[src/rtl/cmd_scheduler_if.sv]
// cmd_scheduler_if: requester, datapath and status signals of the command scheduler
interface cmd_scheduler_if #(
    parameter int CMD_W = 32
);
    logic             tr, prf, cfg_done;
    logic             req0_valid, req1_valid, req0_ready, req1_ready;
    logic [CMD_W-1:0] req0_data, req1_data, cfg_data;
    logic             cfg_valid, cfg_src, busy, timeout_err;
    modport master (
        output tr, prf, cfg_done, req0_valid, req0_data, req1_valid, req1_data,
        input  req0_ready, req1_ready, cfg_valid, cfg_data, cfg_src, busy, timeout_err
    );
    modport slave (
        input  tr, prf, cfg_done, req0_valid, req0_data, req1_valid, req1_data,
        output req0_ready, req1_ready, cfg_valid, cfg_data, cfg_src, busy, timeout_err
    );
endinterface

[src/rtl/cmd_scheduler.sv]
// cmd_scheduler: two-requester command scheduler issuing only inside a quiet tr/prf window
module cmd_scheduler #(
    parameter int CMD_W   = 32,
    parameter int GUARD   = 4,
    parameter int TIMEOUT = 1024
) (
    input logic            clk,
    input logic            rst,
    cmd_scheduler_if.slave bus
);
    typedef enum logic [1:0] {IDLE, WAIT_WIN, ISSUE, WAIT_DONE} state_t;
    state_t           state_q, state_d;
    logic [7:0]       quiet_q, quiet_d;
    logic [1:0]       full_q, full_d;
    logic [CMD_W-1:0] hold0_q, hold0_d, hold1_q, hold1_d, data_q, data_d;
    logic             last_q, last_d, src_q, src_d;
    logic [15:0]      wait_q, wait_d;
    logic             win, grant, take, acc0, acc1, expired;
    // window, round-robin winner, accepts and done-timeout decode
    always_comb begin
        win     = quiet_q == 8'(GUARD);
        grant   = &full_q ? ~last_q : ~full_q[0];
        take    = state_q == WAIT_WIN && win;
        acc0    = bus.req0_valid && !full_q[0];
        acc1    = bus.req1_valid && !full_q[1];
        expired = wait_q == 16'(TIMEOUT - 1);
    end
    // quiet counter, holding slots, grant latch and done-wait counter
    always_comb begin
        quiet_d   = (bus.tr || bus.prf) ? 8'd0 : (win ? quiet_q : quiet_q + 8'd1);
        full_d[0] = (state_q == ISSUE && !src_q) ? 1'b0 : (full_q[0] || acc0);
        full_d[1] = (state_q == ISSUE && src_q) ? 1'b0 : (full_q[1] || acc1);
        hold0_d   = acc0 ? bus.req0_data : hold0_q;
        hold1_d   = acc1 ? bus.req1_data : hold1_q;
        last_d    = take ? grant : last_q;
        src_d     = take ? grant : src_q;
        data_d    = take ? (grant ? hold1_q : hold0_q) : data_q;
        wait_d    = state_q == WAIT_DONE ? wait_q + 16'd1 : 16'd0;
    end
    // FSM next state; cfg_done only matters while waiting for it
    always_comb begin
        state_d = state_q;
        case (state_q)
            IDLE:      state_d = |full_q ? WAIT_WIN : IDLE;
            WAIT_WIN:  state_d = win ? ISSUE : WAIT_WIN;
            ISSUE:     state_d = WAIT_DONE;
            WAIT_DONE: state_d = (bus.cfg_done || expired) ? IDLE : WAIT_DONE;
            default:   state_d = IDLE;
        endcase
    end
    // outputs; cfg_done beats a same-cycle timeout
    always_comb begin
        bus.req0_ready  = !full_q[0];
        bus.req1_ready  = !full_q[1];
        bus.cfg_valid   = state_q == ISSUE;
        bus.cfg_data    = data_q;
        bus.cfg_src     = src_q;
        bus.busy        = state_q != IDLE;
        bus.timeout_err = state_q == WAIT_DONE && expired && !bus.cfg_done;
    end
    // FSM state register
    always_ff @(posedge clk) begin
        state_q <= rst ? IDLE : state_d;
    end
    // datapath registers; the last-grant pointer resets to 1 so requester 0 wins first
    always_ff @(posedge clk) begin
        if (rst) begin
            quiet_q <= '0;
            full_q  <= '0;
            hold0_q <= '0;
            hold1_q <= '0;
            last_q  <= 1'b1;
            src_q   <= 1'b0;
            data_q  <= '0;
            wait_q  <= '0;
        end else begin
            quiet_q <= quiet_d;
            full_q  <= full_d;
            hold0_q <= hold0_d;
            hold1_q <= hold1_d;
            last_q  <= last_d;
            src_q   <= src_d;
            data_q  <= data_d;
            wait_q  <= wait_d;
        end
    end
endmodule

[src/flat_wrapper.sv]
// flat-port wrapper written by rule: the top's interface ports become plain ports
module cmd_scheduler_flat 
#(
    parameter int CMD_W   = 32,
    parameter int GUARD   = 4,
    parameter int TIMEOUT = 1024
)
  (clk, rst, bus_tr, bus_prf, bus_cfg_done, bus_req0_valid, bus_req0_data, bus_req1_valid, bus_req1_data, bus_req0_ready, bus_req1_ready, bus_cfg_valid, bus_cfg_data, bus_cfg_src, bus_busy, bus_timeout_err);
  cmd_scheduler_if #(.CMD_W(CMD_W)) bus_i ();
  input logic clk;
  input logic rst;
  input wire logic [$bits(bus_i.tr)-1:0] bus_tr;
  input wire logic [$bits(bus_i.prf)-1:0] bus_prf;
  input wire logic [$bits(bus_i.cfg_done)-1:0] bus_cfg_done;
  input wire logic [$bits(bus_i.req0_valid)-1:0] bus_req0_valid;
  input wire logic [$bits(bus_i.req0_data)-1:0] bus_req0_data;
  input wire logic [$bits(bus_i.req1_valid)-1:0] bus_req1_valid;
  input wire logic [$bits(bus_i.req1_data)-1:0] bus_req1_data;
  output wire logic [$bits(bus_i.req0_ready)-1:0] bus_req0_ready;
  output wire logic [$bits(bus_i.req1_ready)-1:0] bus_req1_ready;
  output wire logic [$bits(bus_i.cfg_valid)-1:0] bus_cfg_valid;
  output wire logic [$bits(bus_i.cfg_data)-1:0] bus_cfg_data;
  output wire logic [$bits(bus_i.cfg_src)-1:0] bus_cfg_src;
  output wire logic [$bits(bus_i.busy)-1:0] bus_busy;
  output wire logic [$bits(bus_i.timeout_err)-1:0] bus_timeout_err;
  assign bus_i.tr = bus_tr;
  assign bus_i.prf = bus_prf;
  assign bus_i.cfg_done = bus_cfg_done;
  assign bus_i.req0_valid = bus_req0_valid;
  assign bus_i.req0_data = bus_req0_data;
  assign bus_i.req1_valid = bus_req1_valid;
  assign bus_i.req1_data = bus_req1_data;
  assign bus_req0_ready = bus_i.req0_ready;
  assign bus_req1_ready = bus_i.req1_ready;
  assign bus_cfg_valid = bus_i.cfg_valid;
  assign bus_cfg_data = bus_i.cfg_data;
  assign bus_cfg_src = bus_i.cfg_src;
  assign bus_busy = bus_i.busy;
  assign bus_timeout_err = bus_i.timeout_err;
  cmd_scheduler #(.CMD_W(CMD_W), .GUARD(GUARD), .TIMEOUT(TIMEOUT)) u_core (.clk(clk), .rst(rst), .bus(bus_i));
endmodule
[config.mk]
export PLATFORM = sky130hd
export DESIGN_NAME = cmd_scheduler_flat
export DESIGN_NICKNAME = d
export VERILOG_FILES = /design/src/rtl/cmd_scheduler_if.sv /design/src/rtl/cmd_scheduler.sv /design/src/flat_wrapper.sv
export SDC_FILE = /design/constraint.sdc
export NUM_CORES = 1
export LEC_CHECK = 0
export ABC_AREA = 0
export CELL_PAD_IN_SITES_DETAIL_PLACEMENT = 1
export CELL_PAD_IN_SITES_GLOBAL_PLACEMENT = 2
export CORE_MARGIN = 1.5
export CORE_UTILIZATION = 27
export CTS_CLUSTER_SIZE = 12
export DETAILED_ROUTE_END_ITERATION = 7
export GPL_TIMING_DRIVEN = 1
export PLACE_DENSITY = 0.81
export SKIP_LAST_GASP = 1
export SLEW_MARGIN = 10
export SYNTH_ARGS = -nofsm -noshare
export SYNTH_HDL_FRONTEND = slang
export SYNTH_SLANG_ARGS = --single-unit
[constraint.sdc]
create_clock -name clk -period 1.79 [get_ports clk]
set_input_delay 0.4475 -clock clk [delete_from_list [all_inputs] [get_ports clk]]
set_output_delay 0.4475 -clock clk [all_outputs]
set_load 0.01 [all_outputs]
After elaboration in Yosys (flattened, before gate mapping) --
Index checks and enable logic that the tools add are counted.
Operators by class: add/subtract/negate cells 2, reduce and logical (&&, ||, !) cells 23, bitwise logic cells 3, equality and inequality tests 5, mux-type cells 6
Operators by type and width (count):
- $mux W32 | 1
- $add A16 B1 Y16 const B | 1
- $eq A16 B10 Y1 const B | 1
- $reduce_or A2 Y1 | 5
- $add A8 B1 Y8 const B | 1
- $eq A8 B3 Y1 const B | 1
- $pmux W2 S4 | 1
- $logic_and A1 B1 Y1 | 7
- $eq A2 B2 Y1 const B | 2
- $logic_not A1 Y1 | 4
- $logic_or A1 B1 Y1 | 4
- $mux W2 | 2
- $not A1 Y1 | 3
- $eq A2 B1 Y1 const B | 1
- $logic_not A2 Y1 | 1
- $mux W1 | 2
- $reduce_and A2 Y1 | 1
- $reduce_bool A2 Y1 | 1
Storage, ports and cells: output and inout bits 38, logic and storage cells 49, register bits 126, bits of input ports 71

Depth between registers and ports, before layout --
word-level depth 4, gate-level depth with buffers 7, gate-level depth less buffers 6

Least setup slack after synthesis --
Ideal clock, no wire load.
path kind flip-flop to output port, start point register u_core.wait_q[0], end point output port bus_timeout_err, cell stages (with the launch flop) 5, path buffers 0, setup slack -288 ps, required time 1342 ps, arrival 1630 ps, cells stage by stage dfxtp_1 -> ha_1 -> nand3_1 -> or4_1 -> nor3_1
On the way: cells in the longest elaborated chain, start to end 3
RTL lines:
- start, declared | line cmd_scheduler.sv:17 | logic [15:0] wait_q, wait_d;
- start signal, assigned | line cmd_scheduler.sv:84 | wait_q <= wait_d;
- $eq A16 B10 Y1 | line cmd_scheduler.sv:26 | expired = wait_q == 16'(TIMEOUT - 1);
- $logic_and A1 B1 Y1 (2 in a row) | line cmd_scheduler.sv:59 | bus.timeout_err = state_q == WAIT_DONE && expired && !bus.cfg_done;
- end, declared | line flat_wrapper.sv:25 | output wire logic [$bits(bus_i.timeout_err)-1:0] bus_timeout_err;
No other way between the ends.

Worst setup path after layout --
start point register u_core.wait_q[12], end point output port bus_timeout_err
The elaborated chain is that of the path after synthesis.

==> reports/metrics.yaml <==
status:
  outcome: "complete, but fails checks"
  violations: "negative setup slack"
worst_hold_path:
  worst_hold_path_type: "in2reg"
  hold-path-cell-count: 3
critical_path:
  arrival_ns: 2.02
  crit_path_cell_trace: "or4_1 -> or4_4 -> nor3_4 -> buf_2"
  crit_family: "simple AND/OR/NAND/NOR gates"
  crit_path_max_incr_delay_ns: 0.52
  cp.depth: 4
  setup.worst_path.class: "reg2out"
  worstPathRequired_ns: 1.34
  cp-start-kind: "flop"
  crit_buf_inv: 1
  r2r_cells: 8
  cpMaxStageDelayCell: "or4_4"
  end_kind: "output pin"
  cp_max_fo: 2
sta:
  setup_slack_ns: -0.680
  rsz0062_at_grt: "yes"
  setup_violations: 38
  slew_viol_final: 0
  skew_ns: 0.00967
  min_period_over_period: 1.38
  slew_headroom: 0.597
  finalHoldViolations: 0
  max_freq_mhz: 405
  worst_pin_slew_ns: 0.604
  min_period_ns: 2.47
die:
  start_util: 0.274
  row_count: 50
  die_y_um: 140
  die_area_um2: 19700
  io_pins: 109
  die_w_um: 140
  core_um2: 18600
clock_network:
  clock_path_buffers: 2
  cts_tree: "done"
  clk_pin_slew_worst_paths_ns: 0.06
  clkSinkCount: 126
  cts_root_buf: "clkbuf_16"
  clk_latency_ns: 0.42
  cts_max_level: 4
  cts_hold_buf: 0
  cts_buffers: 17
pwr:
  leakage_nw: 3.18
  seq_power_share: 0.409
  comb_power_share: 0.082
  ir_worst_vdd_uv: 685
  switchingPower_mw: 1.65
  clock_power_share: 0.509
  p_int_mw: 5.57
  sw_frac_of_total: 0.228
  power.total_mw: 7.22
  power_density_nw_per_um2: 922
global_route:
  grt_first_pass_wirelength_mm: 26.2
  grt_max_degree: 103
  overflow: 0
  grtUsageTotal: 0.171
  antenna_found_initial: 0
  grt_pass1_vias: 5053
cells_and_area:
  area_growth_pct: 53.7
  drive_gt1_frac: 0.221
  regArea_um2: 2530
  mostFrequentLayoutCells: "135 x nand2_1, 119 x dfxtp_1, 83 x clkdlybuf4s50_1, 67 x a21oi_1, 44 x nor2_1"
  final_common_cell: "nand2_1"
  stdcell_count: 968
  nNetsFinal: 795
  multiInputGateArea_um2: 2480
  final.fill_count: 2080
  antenna_cells_inserted: 0
placed_design:
  dp_hpwl_mm: 10.6
  globalplace.congestion: 0.770
  port_buffers: 108
  place_inst: 912
  dpl_worst_slack_ns: -0.750
yosys:
  synth_edf_count: 0
  synth.ff_latch_count: 126
  synth_top_area_share: 0.496
  synth_cell_types: 33
  syn_area_um2: 5090
  ys_top_cells_by_area: "dfxtp_1 50%, nand2_1 10%, a211oi_2 7.9%"
  syn_area_per_cell_um2: 8.91
  synth_area_leader_cell: "dfxtp_1"
  yosys_most_used_dff: "dfxtp_1"
  yosys_warnings: 0
  synth_cells: 571
  synth-async-reset-ratio: 0
  seq_area_frac_synth: 0.496
  syn_nets: 645
drt:
  avgViaCountPerCell: 4.70
  drc_errors: 0
  drt-total-wl_mm: 16.2
  drt-pass1-iter-count: 4
  dr.first_iter.drc_count: 189
  num_vias: 4550
  ant_nets: 0
  wl_per_cell_um: 16.8
flow_run:
  drv_cap: 0
synth_stat cells, drive strengths merged (2+ instances only):
cell	count
a211oi	34
a21oi	68
and3	2
buf	12
clkbuf	26
dfxtp	126
ha	3
inv	8
mux2i	35
nand2	135
nand2b	4
nand3	9
nand4	4
nor2	57
nor2b	3
nor3	6
nor4	3
o21ai	3
or2	2
or3	3
or4	2
xnor2	10
xor2	9
layout make-up:
type | instances | share of cell area
clock inverters | 13 | 0.0240
repair buffers | 169 | 0.237
multi-input cells | 399 | 0.317
well taps | 234 | 0.0374
inverters | 8 | 0.00384
flip-flops and latches | 126 | 0.324
clock buffers | 19 | 0.0566
tightest hold or removal path, delay by kind of cell:
family / cells / cell delay, ns
simple gates: 2 / 0.23
buf+inv: 1 / 0.10
state kept, by name (all words and copies together), names as in the netlist:
name,cells
u_core.last_q,1
u_core.bus.cfg_src,1
u_core.hold0_q,32
u_core.hold1_q,32
u_core.state_q,2
u_core.full_q,2
u_core.quiet_q,8
u_core.wait_q,16
u_core.bus.cfg_data,32
worst paths after layout:
check,start,slack [ns],to
worst min-delay path,rst,0.40,u_core.quiet_q[0]
worst max-delay path,u_core.wait_q[12],-0.68,bus_timeout_err
worst min register to register,u_core.hold1_q[2],0.46,u_core.hold1_q[2]
worst max register to register,u_core.quiet_q[1],-0.17,u_core.bus.cfg_src
power groups by stage:
stage               clock, mW  combinational, mW  sequential [mW]
finish                   3.67              0.593             2.95
global route             3.87              0.647             2.96
CTS                      3.74              0.601             2.95
detailed placement          0              0.598             3.01
global placement            0              0.586             3.00
floorplan                   0              0.278             2.99
repair_timing:
action | 4_1_cts | 5_1_grt
resized for setup | 58 | 29
cloned | 6 | 0
endpoints found under the setup margin | 47 | 51
setup buffers | 22 | 0
pin swaps | 23 | 17
per-stage QoR:
stage	utilization	hold WS, ns	area [um2]	setup TNS (ns)
after floorplan	-	0.436	5130	-0.480
after global placement	0.362	0.441	6730	-6.25
after detailed placement	0.362	0.449	6730	-6.94
after CTS	0.422	0.395	7850	-5.55
after global routing	0.421	0.428	7820	-7.17
final	0.421	0.401	7820	-4.69
kinds of logic after synthesis:
logic type / synth area share
compound gates: 0.153
xor+xnor: 0.0327
fa+ha+maj: 0.00738
buf+inv: 0.0452
flops: 0.496
mux: 0.0688
simple gates: 0.197
per-layer routing:
metal | routed length, um | up-vias | track usage
met5 | 0 | - | 0
met4 | 271 | 0 | 0.0648
met3 | 793 | 24 | 0.0468
met2 | 8140 | 89 | 0.301
met1 | 7040 | 2205 | 0.197
li1 | - | 2232 | -
No activity file was read; power rests on OpenSTA's default activity.
